## src/rtl/ct_pkg.sv

```systemverilog
// Shared definitions for the ct_* stream nodes (merge/split).
// Beat layout, LSB first: data [WO], flow_id [WF], eop [1].
package ct_pkg;

  // Ceiling log2, never less than 1 bit so single-entry indices stay legal.
  function automatic int ct_clog2(input int n);
    int r;
    r = 0;
    while ((1 << r) < n) r++;
    return (r < 1) ? 1 : r;
  endfunction

  function automatic int ct_beat_w(input int wo, input int wf);
    return wo + wf + 1;
  endfunction

  function automatic int ct_flow_lsb(input int wo);
    return wo;
  endfunction

  function automatic int ct_eop_bit(input int wo, input int wf);
    return wo + wf;
  endfunction

endpackage

```

## src/rtl/ct_merge_if.sv

```systemverilog
// Handshake bundle for ct_merge: NI upstream streams in, one merged stream out.
interface ct_merge_if #(
  parameter int NI = 2,
  parameter int WO = 8,
  parameter int WF = 4
);
  logic [NI*WO-1:0] i_data;
  logic [NI-1:0]    i_valid;
  logic [NI*WF-1:0] i_flow;
  logic [NI-1:0]    i_eop;
  logic [NI-1:0]    o_ready;
  logic [WO-1:0]    o_data;
  logic             o_valid;
  logic [WF-1:0]    o_flow;
  logic             o_eop;
  logic             i_ready;

  modport master (
    output i_data, i_valid, i_flow, i_eop, i_ready,
    input  o_ready, o_data, o_valid, o_flow, o_eop
  );

  modport slave (
    input  i_data, i_valid, i_flow, i_eop, i_ready,
    output o_ready, o_data, o_valid, o_flow, o_eop
  );
endinterface

```

## src/rtl/ct_rr_arb.sv

```systemverilog
// Round-robin arbiter: scans from last_grant+1 with explicit wrap at N-1;
// a held lock overrides the scan. With no requests the next-in-turn index is offered.
module ct_rr_arb
  import ct_pkg::*;
#(
  parameter int N = 2
) (
  input  logic                   clk,
  input  logic                   reset,
  input  logic [N-1:0]           req,
  input  logic                   lock,
  input  logic [ct_clog2(N)-1:0] lock_sel,
  input  logic                   advance,
  input  logic [ct_clog2(N)-1:0] grant_idx,
  output logic [N-1:0]           gnt,
  output logic [ct_clog2(N)-1:0] idx
);
  localparam int W = ct_clog2(N);
  localparam logic [W-1:0] LAST = W'(N - 1);

  logic [W-1:0] last_grant;
  logic [W-1:0] k;
  logic         found;

  always_ff @(posedge clk) begin
    if (reset)        last_grant <= LAST;
    else if (advance) last_grant <= grant_idx;
  end

  always_comb begin
    k     = last_grant;
    found = 1'b0;
    idx   = '0;
    for (int i = 0; i < N; i++) begin
      k = (k == LAST) ? '0 : k + W'(1);
      if (i == 0) idx = k;
      if (!found && req[k]) begin
        found = 1'b1;
        idx   = k;
      end
    end
    if (lock) idx = lock_sel;
  end

  always_comb begin
    gnt = '0;
    for (int i = 0; i < N; i++) gnt[i] = (idx == W'(i));
  end

endmodule

```

## src/rtl/ct_merge.sv

```systemverilog
// Many-to-one merge with one registered output stage and round-robin arbitration.
// Define CT_MERGE_LOCK_EN to hold multi-beat packets on one input until eop.
module ct_merge
  import ct_pkg::*;
#(
  parameter int NI = 2,
  parameter int WO = 8,
  parameter int WF = 4
) (
  input  logic        clk,
  input  logic        reset,
  ct_merge_if.slave   bus
);
  localparam int W   = ct_clog2(NI);
  localparam int BW  = ct_beat_w(WO, WF);
  localparam int EOP = ct_eop_bit(WO, WF);

  logic          load;
  logic          xfer;
  logic          locked;
  logic [W-1:0]  lock_sel;
  logic [W-1:0]  g;
  logic [NI-1:0] gnt;
  logic [BW-1:0] beat_sel;
  logic [BW-1:0] out_beat;
  logic          out_valid;

  ct_rr_arb #(.N(NI)) u_arb (
    .clk       (clk),
    .reset     (reset),
    .req       (bus.i_valid),
    .lock      (locked),
    .lock_sel  (lock_sel),
    .advance   (xfer),
    .grant_idx (g),
    .gnt       (gnt),
    .idx       (g)
  );

  assign load        = !out_valid || bus.i_ready;
  assign bus.o_ready = load ? gnt : '0;
  assign xfer        = |(bus.i_valid & bus.o_ready);

  always_comb begin
    beat_sel = '0;
    for (int k = 0; k < NI; k++) begin
      if (g == W'(k))
        beat_sel = {bus.i_eop[k], bus.i_flow[k*WF +: WF], bus.i_data[k*WO +: WO]};
    end
  end

  // Data registers only move on a transfer; an idle load just drops valid.
  always_ff @(posedge clk) begin
    if (reset) begin
      out_valid <= 1'b0;
      out_beat  <= '0;
    end else if (load) begin
      out_valid <= xfer;
      if (xfer) out_beat <= beat_sel;
    end
  end

`ifdef CT_MERGE_LOCK_EN
  always_ff @(posedge clk) begin
    if (reset) begin
      locked   <= 1'b0;
      lock_sel <= '0;
    end else if (xfer) begin
      locked <= !beat_sel[EOP];
      if (!beat_sel[EOP]) lock_sel <= g;
    end
  end
`else
  assign locked   = 1'b0;
  assign lock_sel = '0;
`endif

  assign bus.o_valid = out_valid;
  assign bus.o_data  = out_beat[WO-1:0];
  assign bus.o_flow  = out_beat[ct_flow_lsb(WO) +: WF];
  assign bus.o_eop   = out_beat[EOP];

endmodule

```

## src/flat_wrapper.sv

```systemverilog
// flat-port wrapper written by rule: the top's interface ports become plain ports
module ct_merge_flat import ct_pkg::*;
#(
  parameter int NI = 2,
  parameter int WO = 8,
  parameter int WF = 4
)
  (clk, reset, bus_i_data, bus_i_valid, bus_i_flow, bus_i_eop, bus_i_ready, bus_o_ready, bus_o_data, bus_o_valid, bus_o_flow, bus_o_eop);
  ct_merge_if #(.NI(NI), .WO(WO), .WF(WF)) bus_i ();
  input  logic clk;
  input  logic reset;
  input wire logic [$bits(bus_i.i_data)-1:0] bus_i_data;
  input wire logic [$bits(bus_i.i_valid)-1:0] bus_i_valid;
  input wire logic [$bits(bus_i.i_flow)-1:0] bus_i_flow;
  input wire logic [$bits(bus_i.i_eop)-1:0] bus_i_eop;
  input wire logic [$bits(bus_i.i_ready)-1:0] bus_i_ready;
  output wire logic [$bits(bus_i.o_ready)-1:0] bus_o_ready;
  output wire logic [$bits(bus_i.o_data)-1:0] bus_o_data;
  output wire logic [$bits(bus_i.o_valid)-1:0] bus_o_valid;
  output wire logic [$bits(bus_i.o_flow)-1:0] bus_o_flow;
  output wire logic [$bits(bus_i.o_eop)-1:0] bus_o_eop;
  assign bus_i.i_data = bus_i_data;
  assign bus_i.i_valid = bus_i_valid;
  assign bus_i.i_flow = bus_i_flow;
  assign bus_i.i_eop = bus_i_eop;
  assign bus_i.i_ready = bus_i_ready;
  assign bus_o_ready = bus_i.o_ready;
  assign bus_o_data = bus_i.o_data;
  assign bus_o_valid = bus_i.o_valid;
  assign bus_o_flow = bus_i.o_flow;
  assign bus_o_eop = bus_i.o_eop;
  ct_merge #(.NI(NI), .WO(WO), .WF(WF)) u_core (.clk(clk), .reset(reset), .bus(bus_i));
endmodule
```

## config.mk

```make
export PLATFORM = sky130hd
export DESIGN_NAME = ct_merge_flat
export DESIGN_NICKNAME = d
export VERILOG_FILES = /design/src/rtl/ct_pkg.sv /design/src/rtl/ct_merge_if.sv /design/src/rtl/ct_rr_arb.sv /design/src/rtl/ct_merge.sv /design/src/flat_wrapper.sv
export SDC_FILE = /design/constraint.sdc
export NUM_CORES = 1
export LEC_CHECK = 0
export ABC_AREA = 1
export CORE_MARGIN = 3
export CORE_UTILIZATION = 37
export CTS_CLUSTER_SIZE = 24
export DETAILED_ROUTE_END_ITERATION = 8
export PLACE_DENSITY = 0.78
export SLEW_MARGIN = 20
export SYNTH_ARGS = -nofsm -noshare
export SYNTH_HDL_FRONTEND = slang
export SYNTH_SLANG_ARGS = --single-unit
```

## constraint.sdc

```tcl
create_clock -name clk -period 1.3 [get_ports clk]
set_clock_uncertainty 0.1 [all_clocks]
set_input_delay 0.325 -clock clk [delete_from_list [all_inputs] [get_ports clk]]
set_output_delay 0.325 -clock clk [all_outputs]
set_load 0.005 [all_outputs]
```

==> impl_summary.txt, run 1 <==
----------------------------------------------------
[Critical path]
  R2R Path End ... u_core.out_beat[4]$_SDFFE_PP0P_
  Path depth of the worst reg2reg path ... 8
  Data required time at the worst endpoint ... 880 ps
  Category of the most critical setup path ... reg2out
  Kind of end point of the critical path ... primary output
  CP endpoint ... bus_o_ready[0]
  Startpoint of the most critical setup path ... u_core.u_arb.last_grant$_SDFFE_PP1P_
  Critical path peak fanout ... 4
  Register-to-register path setup slack ... 80 ps
  Critical path startpoint category ... register
  Beginning of the worst register-to-register path ... u_core.bus.o_valid$_SDFFE_PP0N_
  Data arrival time at the worst-slack endpoint ... 1060 ps

[Timing]
  Worst Tran Pin Value ... 202 ps
  RSZ-0062 raised after global routing ... yes
  Count of final setup violators ... 2
  Hold_ws ... 433 ps
  Final period utilization ... 1.14
  Post-layout min period ... 1480 ps
  Maximum clock frequency ... 675 MHz
  Worst slew margin ... 0.865
  Count of final hold-check violations ... 0
  Max-slew violation count ... 0
  Setup ws final ... -181 ps

[Detailed routing]
  Routed met1 length ... 1130 µm
  Via total after detailed routing ... 1048
  Top Metal Used ... met4
  DR iter-0 viols ... 20
  Total met3 wirelength after detailed routing ... 201 µm
  Routed wire length on met2 ... 1320 µm
  Post-detailed-routing wire length ... 2700 µm
  Number of design rule violations left after detail routing ... 0
  Drt pass-1 iters ... 4
  Antenna viol nets, final ... 0
  Vias per cell ... 4.70
  DR WL/cell ... 12.1 µm

[Die]
  Overall die width ... 53.0 µm
  Effective utilization at floorplan ... 0.404
  Ports ... 47
  Height of the die ... 53.0 µm
  Number of core rows ... 16
  Die footprint ... 2810 µm²
  Area of the core ... 2020 µm²

[Clocking]
  Clk sinks ... 15
  Clock-pin transition on the worst setup and hold timing paths ... 100 ps
  Max H-tree Level ... 1
  Insertion delay of the later-clocked pin in the worst-skew pair ... 280 ps
  Number of buffers created by CTS ... 3
  Max Root-Sink Buffers ... 2
  Clock tree from TritonCTS ... done
  CTS root buffer ... clkbuf_4

[Layout]
  Fillers ... 166
  Synth-to-Final Area Change ... 85.9%
  NumNets Final ... 228
  Ant diodes ... 0
  Final instance area ... 1520 µm²
  Share of post-route cells with drive strength above 1 ... 0.281

[Logic synthesis]
  Top cell type by total area after synthesis ... dfxtp_1
  Most numerous cell in the Yosys netlist ... inv_1
  Top area cells in the synthesized netlist ... dfxtp_1 (37%), nand3_1 (16%), inv_1 (14%), nand2_1 (13%), a21oi_1 (9.8%)
  Mapped Area ... 817 µm²
  Flip-flop cell with the highest count after synthesis ... dfxtp_1
  Fraction of post-synthesis cell area in the top cell type by area ... 0.368
  Leading post-synthesis cells by instance count ... inv_1 (30), nand2_1 (28), nand3_1 (26), a21oi_1 (16), dfxtp_1 (15)
  Proportion of register bits with asynchronous set or reset after synthesis ... 0
  Synth Net Count ... 160
  Flops & latches, synth ... 15
  Gate count after technology mapping ... 129
  Sequential share of the synthesized area ... 0.368
  Distinct cell type count of the synthesized netlist ... 14
  Count of flip-flops with a built-in enable after synthesis ... 0
  Mean post-synth cell area ... 6.33 µm²
  Yosys warning count ... 0

[Pwr]
  Peak supply drop ... 0.000522 V
  Total power of the final layout ... 1.29 mW
  Power Density ... 846 nW/µm²
  Reported leakage power ... 0.790 nW

[Global route]
  Number of global-route vias before repair ... 994
  Gr usage total ... 0.193
  Largest net degree at the start of global routing ... 14
  First-pass GRT wire length ... 4000 µm
  Grt ovf ... 0
  Number of antenna violations at the first check in global routing ... 0

[Placement]
  Placed Area ... 1390 µm²
  Port Buffers ... 46
  RD Place Congestion ... 0.794
  Post-placement setup slack ... -789 ps
  DP Wirelength ... 1920 µm

[Status]
  Status ... finished, violations left
  Violated checks ... negative setup slack

[Job]
  Number of max-capacitance violations reported ... 0

[Worst hold path]
  Worst min-delay path class ... reg2reg

----------------------------------------------------
## through the flow
step	TNS, ps	std cells	util
floorplan	0	129	-
global placement	-6910	212	0.687
detailed placement	-7270	212	0.687
CTS	-325	223	0.724
global route	-446	223	0.751
finish	-328	223	0.751
## worst max-delay path, cell delays in order (launching register included)
cell and delay [ps]:
dfxtp_2 360, inv_1 50, nand2_2 90, nand2_2 60
nor2_1 90, buf_2 130
## report_power, final
group | internal (mW) | total [mW] | switching (mW)
clock | 0.119 | 0.275 | 0.156
combinational | 0.268 | 0.473 | 0.205
sequential | 0.514 | 0.537 | 0.0226
## flip-flops by register name, indices dropped and copies added (netlist names)
signal and count:
u_core.bus.o_valid 1, u_core.u_arb.last_grant 1, u_core.out_beat 13
## logic make-up after synthesis
kind of cell    Yosys count  synth area share
buf+inv                  36             0.190
flops                    15             0.368
compound gates           18             0.115
simple gates             60             0.328
## cell type report
class	count	area [µm²]	share of cell area
Clock buffer	4	26.3	0.0173
Inverter	30	113	0.0741
Timing Repair Buffer	69	632	0.416
Multi-Input combinational cell	78	397	0.261
Tap cell	27	33.8	0.0222
Sequential cell	15	318	0.209
## how the worst min path moves through the flow
stage | startpoint | to | slack (ps) | cells past startpoint
5_1_grt | u_core.out_beat[4]$_SDFFE_PP0P_ | u_core.out_beat[4]$_SDFFE_PP0P_ | 460 | 4
3_3_place_gp | u_core.u_arb.last_grant$_SDFFE_PP1P_ | u_core.u_arb.last_grant$_SDFFE_PP1P_ | 390 | 2
2_1_floorplan | u_core.u_arb.last_grant$_SDFFE_PP1P_ | u_core.u_arb.last_grant$_SDFFE_PP1P_ | 370 | 2
4_1_cts | u_core.u_arb.last_grant$_SDFFE_PP1P_ | u_core.u_arb.last_grant$_SDFFE_PP1P_ | 400 | 2
3_5_place_dp | u_core.u_arb.last_grant$_SDFFE_PP1P_ | u_core.u_arb.last_grant$_SDFFE_PP1P_ | 400 | 2
6_report | u_core.out_beat[3]$_SDFFE_PP0P_ | u_core.out_beat[3]$_SDFFE_PP0P_ | 430 | 4
## cells in the final DEF, fill, tap and decap left out, drive strengths merged, types with 6 or more instances in the layout
cell type and instances:
a21oi 16, buf 25, clkbuf 6, clkdlybuf4s15 12, clkdlybuf4s50 27, dfxtp 15, inv 30, nand2 31
nand3 26
## what timing repair did
| item | in CTS | in global routing |
|---|---|---|
| hold buffers | 0 | 0 |
| endpoints found under the hold margin | 0 | 0 |
| setup endpoints to repair | 29 | 28 |
| setup buffers | 7 | 2 |
| resized for setup | 42 | 28 |
| pin swaps | 2 | 7 |
## routing by layer
layer  vias up  GRT usage
li1        531          -
met1       462      0.223
met2        48      0.337
met3         7     0.0366
met4         0     0.0936
met5         -          0
(Power assumes the default switching activity.)
==> run 2, diff against run 1 <==
CORE_UTILIZATION = 40   (was 37)
PLACE_DENSITY = 0.84   (was 0.78)
SKIP_CTS_REPAIR_TIMING = 1   (was not set)
clock period = 1.87 ns   (was 1.3 ns; I/O delays follow)
==> run 2 against run 1 <==
  * The run now ends clean
  * Clock-buffer cell count is the same
  * Clock power down 32%
  * Sequential share of layout area up 0.47 points
  * Die area fell by 6.7%
  * First-iteration DRC count down 20%
  * Cell area decreased by 7.6%
  * Final cell count down 4.9%
  * Total power fell by 33%
  * Non-clock buffer count down 9
  * Critical path type unchanged
  * Register-to-register slack improved by 530 ps
  * Worst hold slack gained 8.1 ps
  * Sequential power shrank 31%
==> impl_summary.txt, run 2 (same netlist as run 1, synthesis figures left out) <==
----------------------------------------------------
[Layout]
  Commonest non-fill, non-tap cells in the layout ... clkdlybuf4s50_1 (41), inv_1 (29), nand2_1 (27)
  Most common cell after layout, fill and taps aside ... clkdlybuf4s50_1
  Synth-to-Final Area Change ... 71.8%
  Largest Register ... u_core.out_beat
  Final instance area ... 1400 µm²
  Fillers ... 153
  Share of post-route cells with drive strength above 1 ... 0.150
  Number of flip-flops in the largest register ... 13
  NumNets Final ... 219
  Ant diodes ... 0

[Job]
  Number of max-capacitance violations reported ... 0

[Pwr]
  Clock network power share ... 0.216
  Reported leakage power ... 0.737 nW
  Total power of the final layout ... 865 µW
  Peak supply drop ... 0.000446 V
  Power Density ... 616 nW/µm²
  Int Power ... 613 µW
  Combinational share of power ... 0.359
  Net switching power of the design ... 252 µW
  Switching power as a share of total power ... 0.292
  Fraction of power consumed by sequential logic ... 0.425

[Die]
  Number of core rows ... 15
  Height of the die ... 51.2 µm
  Overall die width ... 51.2 µm
  Effective utilization at floorplan ... 0.449
  Area of the core ... 1820 µm²
  Die footprint ... 2620 µm²
  Ports ... 47

[Critical path]
  Largest delay contributor family on the critical path ... buffers and inverters
  Slowest cell on the critical path ... clkdlybuf4s50_1
  Crit path largest cell delay ... 510 ps
  Buffers and inverters on the worst path ... 1
  Data required time at the worst endpoint ... 1300 ps
  Critical path startpoint category ... register
  Beginning of the worst register-to-register path ... u_core.bus.o_valid$_SDFFE_PP0N_
  Data arrival time at the worst-slack endpoint ... 1140 ps
  Kind of end point of the critical path ... primary output
  Critical path peak fanout ... 2
  CP Cell Sequence ... clkdlybuf4s50_1
  Category of the most critical setup path ... reg2out
  Startpoint of the most critical setup path ... u_core.bus.o_valid$_SDFFE_PP0N_

[Detailed routing]
  Post-detailed-routing wire length ... 2520 µm
  Vias per cell ... 4.69
  Drt pass-1 iters ... 4
  Number of design rule violations left after detail routing ... 0
  Antenna viol nets, final ... 0
  Via total after detailed routing ... 995
  DR WL/cell ... 11.9 µm
  DR iter-0 viols ... 16

[Worst hold path]
  Worst min-delay path class ... reg2reg
  Startpoint of the worst hold path ... u_core.out_beat[6]$_SDFFE_PP0P_

[Status]
  Status ... finished clean

[Timing]
  Post-layout min period ... 1710 ps
  RSZ-0062 raised after global routing ... no
  Count of final hold-check violations ... 0
  Worst Tran Pin Value ... 208 ps
  Setup TNS Final ... 0 ps
  Count of final setup violators ... 0
  Maximum clock frequency ... 585 MHz
  Final period utilization ... 0.914
  Max-slew violation count ... 0
  Setup ws final ... 162 ps
  Worst slew margin ... 0.861

[Clocking]
  Clk sinks ... 15
  CTS root buffer ... clkbuf_4
  Insertion delay of the later-clocked pin in the worst-skew pair ... 270 ps
  Clock-pin transition on the worst setup and hold timing paths ... 100 ps
  Clock tree from TritonCTS ... done
  Max H-tree Level ... 1
  Number of buffers created by CTS ... 3
  Max Root-Sink Buffers ... 2

[Global route]
  Number of antenna violations at the first check in global routing ... 0
  Grt ovf ... 0
  Gr usage total ... 0.185
  Number of global-route vias before repair ... 895
  Largest net degree at the start of global routing ... 16
  First-pass GRT wire length ... 3730 µm

[Placement]
  Port Buffers ... 46
  DP Wirelength ... 1940 µm
  Placed Area ... 1360 µm²
  Post-placement setup slack ... -533 ps
  RD Place Congestion ... 0.803

----------------------------------------------------
-- run 2: cell count changes in the layout (fill, tap and decap cells not counted), moves of 2 or more --
| cell | before | now |
|---|---|---|
| clkdlybuf4s15_1 | 12 | 0 |
| dfxtp_1 | 1 | 15 |
| dfxtp_2 | 14 | 0 |
| dlymetal6s2s_1 | 0 | 3 |
| clkdlybuf4s50_1 | 27 | 41 |
| nand3_1 | 24 | 26 |
| nand3_2 | 2 | 0 |
| dlygate4sd2_1 | 3 | 0 |
| buf_6 | 6 | 0 |
| buf_4 | 17 | 14 |
-- run 2: layout make-up --
| cell class | instances | area [µm²] | area share |
|---|---|---|---|
| clock buffer | 4 | 26.3 | 0.0187 |
| inverter | 30 | 113 | 0.0802 |
| timing repair buffer | 60 | 563 | 0.401 |
| multi-input combinational | 78 | 370 | 0.264 |
| tap | 25 | 31.3 | 0.0223 |
| sequential | 15 | 300 | 0.214 |
-- run 2: path summary, 6_finish.rpt --
check / endpoint / slack (ps) / depth (start not counted)
setup / recovery: bus_o_valid / 160 / 1
hold / removal: u_core.out_beat[6]$_SDFFE_PP0P_ / 440 / 4
setup reg to reg: u_core.out_beat[3]$_SDFFE_PP0P_ / 610 / 8
hold reg to reg: u_core.out_beat[6]$_SDFFE_PP0P_ / 440 / 4
-- run 2: layer usage --
metal / share of wire / GRT usage
met1: 0.39 / 0.204
met4: 0 / 0.0493
met3: 0.043 / 0.0292
met5: 0 / 0
met2: 0.57 / 0.361
-- run 2: power groups by stage --
| stage | logic (mW) | clock network, mW | registers, mW |
|---|---|---|---|
| after floorplan | 0.128 | 0 | 0.377 |
| after detailed placement | 0.307 | 0 | 0.375 |
| after CTS | 0.309 | 0.194 | 0.367 |
| after global routing | 0.338 | 0.206 | 0.371 |
| final | 0.310 | 0.187 | 0.368 |
| after global placement | 0.298 | 0 | 0.374 |
-- run 2: per-stage QoR --
step | instances | util | hold WS, ps
floorplan | 129 | - | 365
global placement | 206 | 0.745 | 390
detailed placement | 206 | 0.745 | 390
CTS | 210 | 0.759 | 412
global route | 212 | 0.771 | 478
finish | 212 | 0.771 | 441
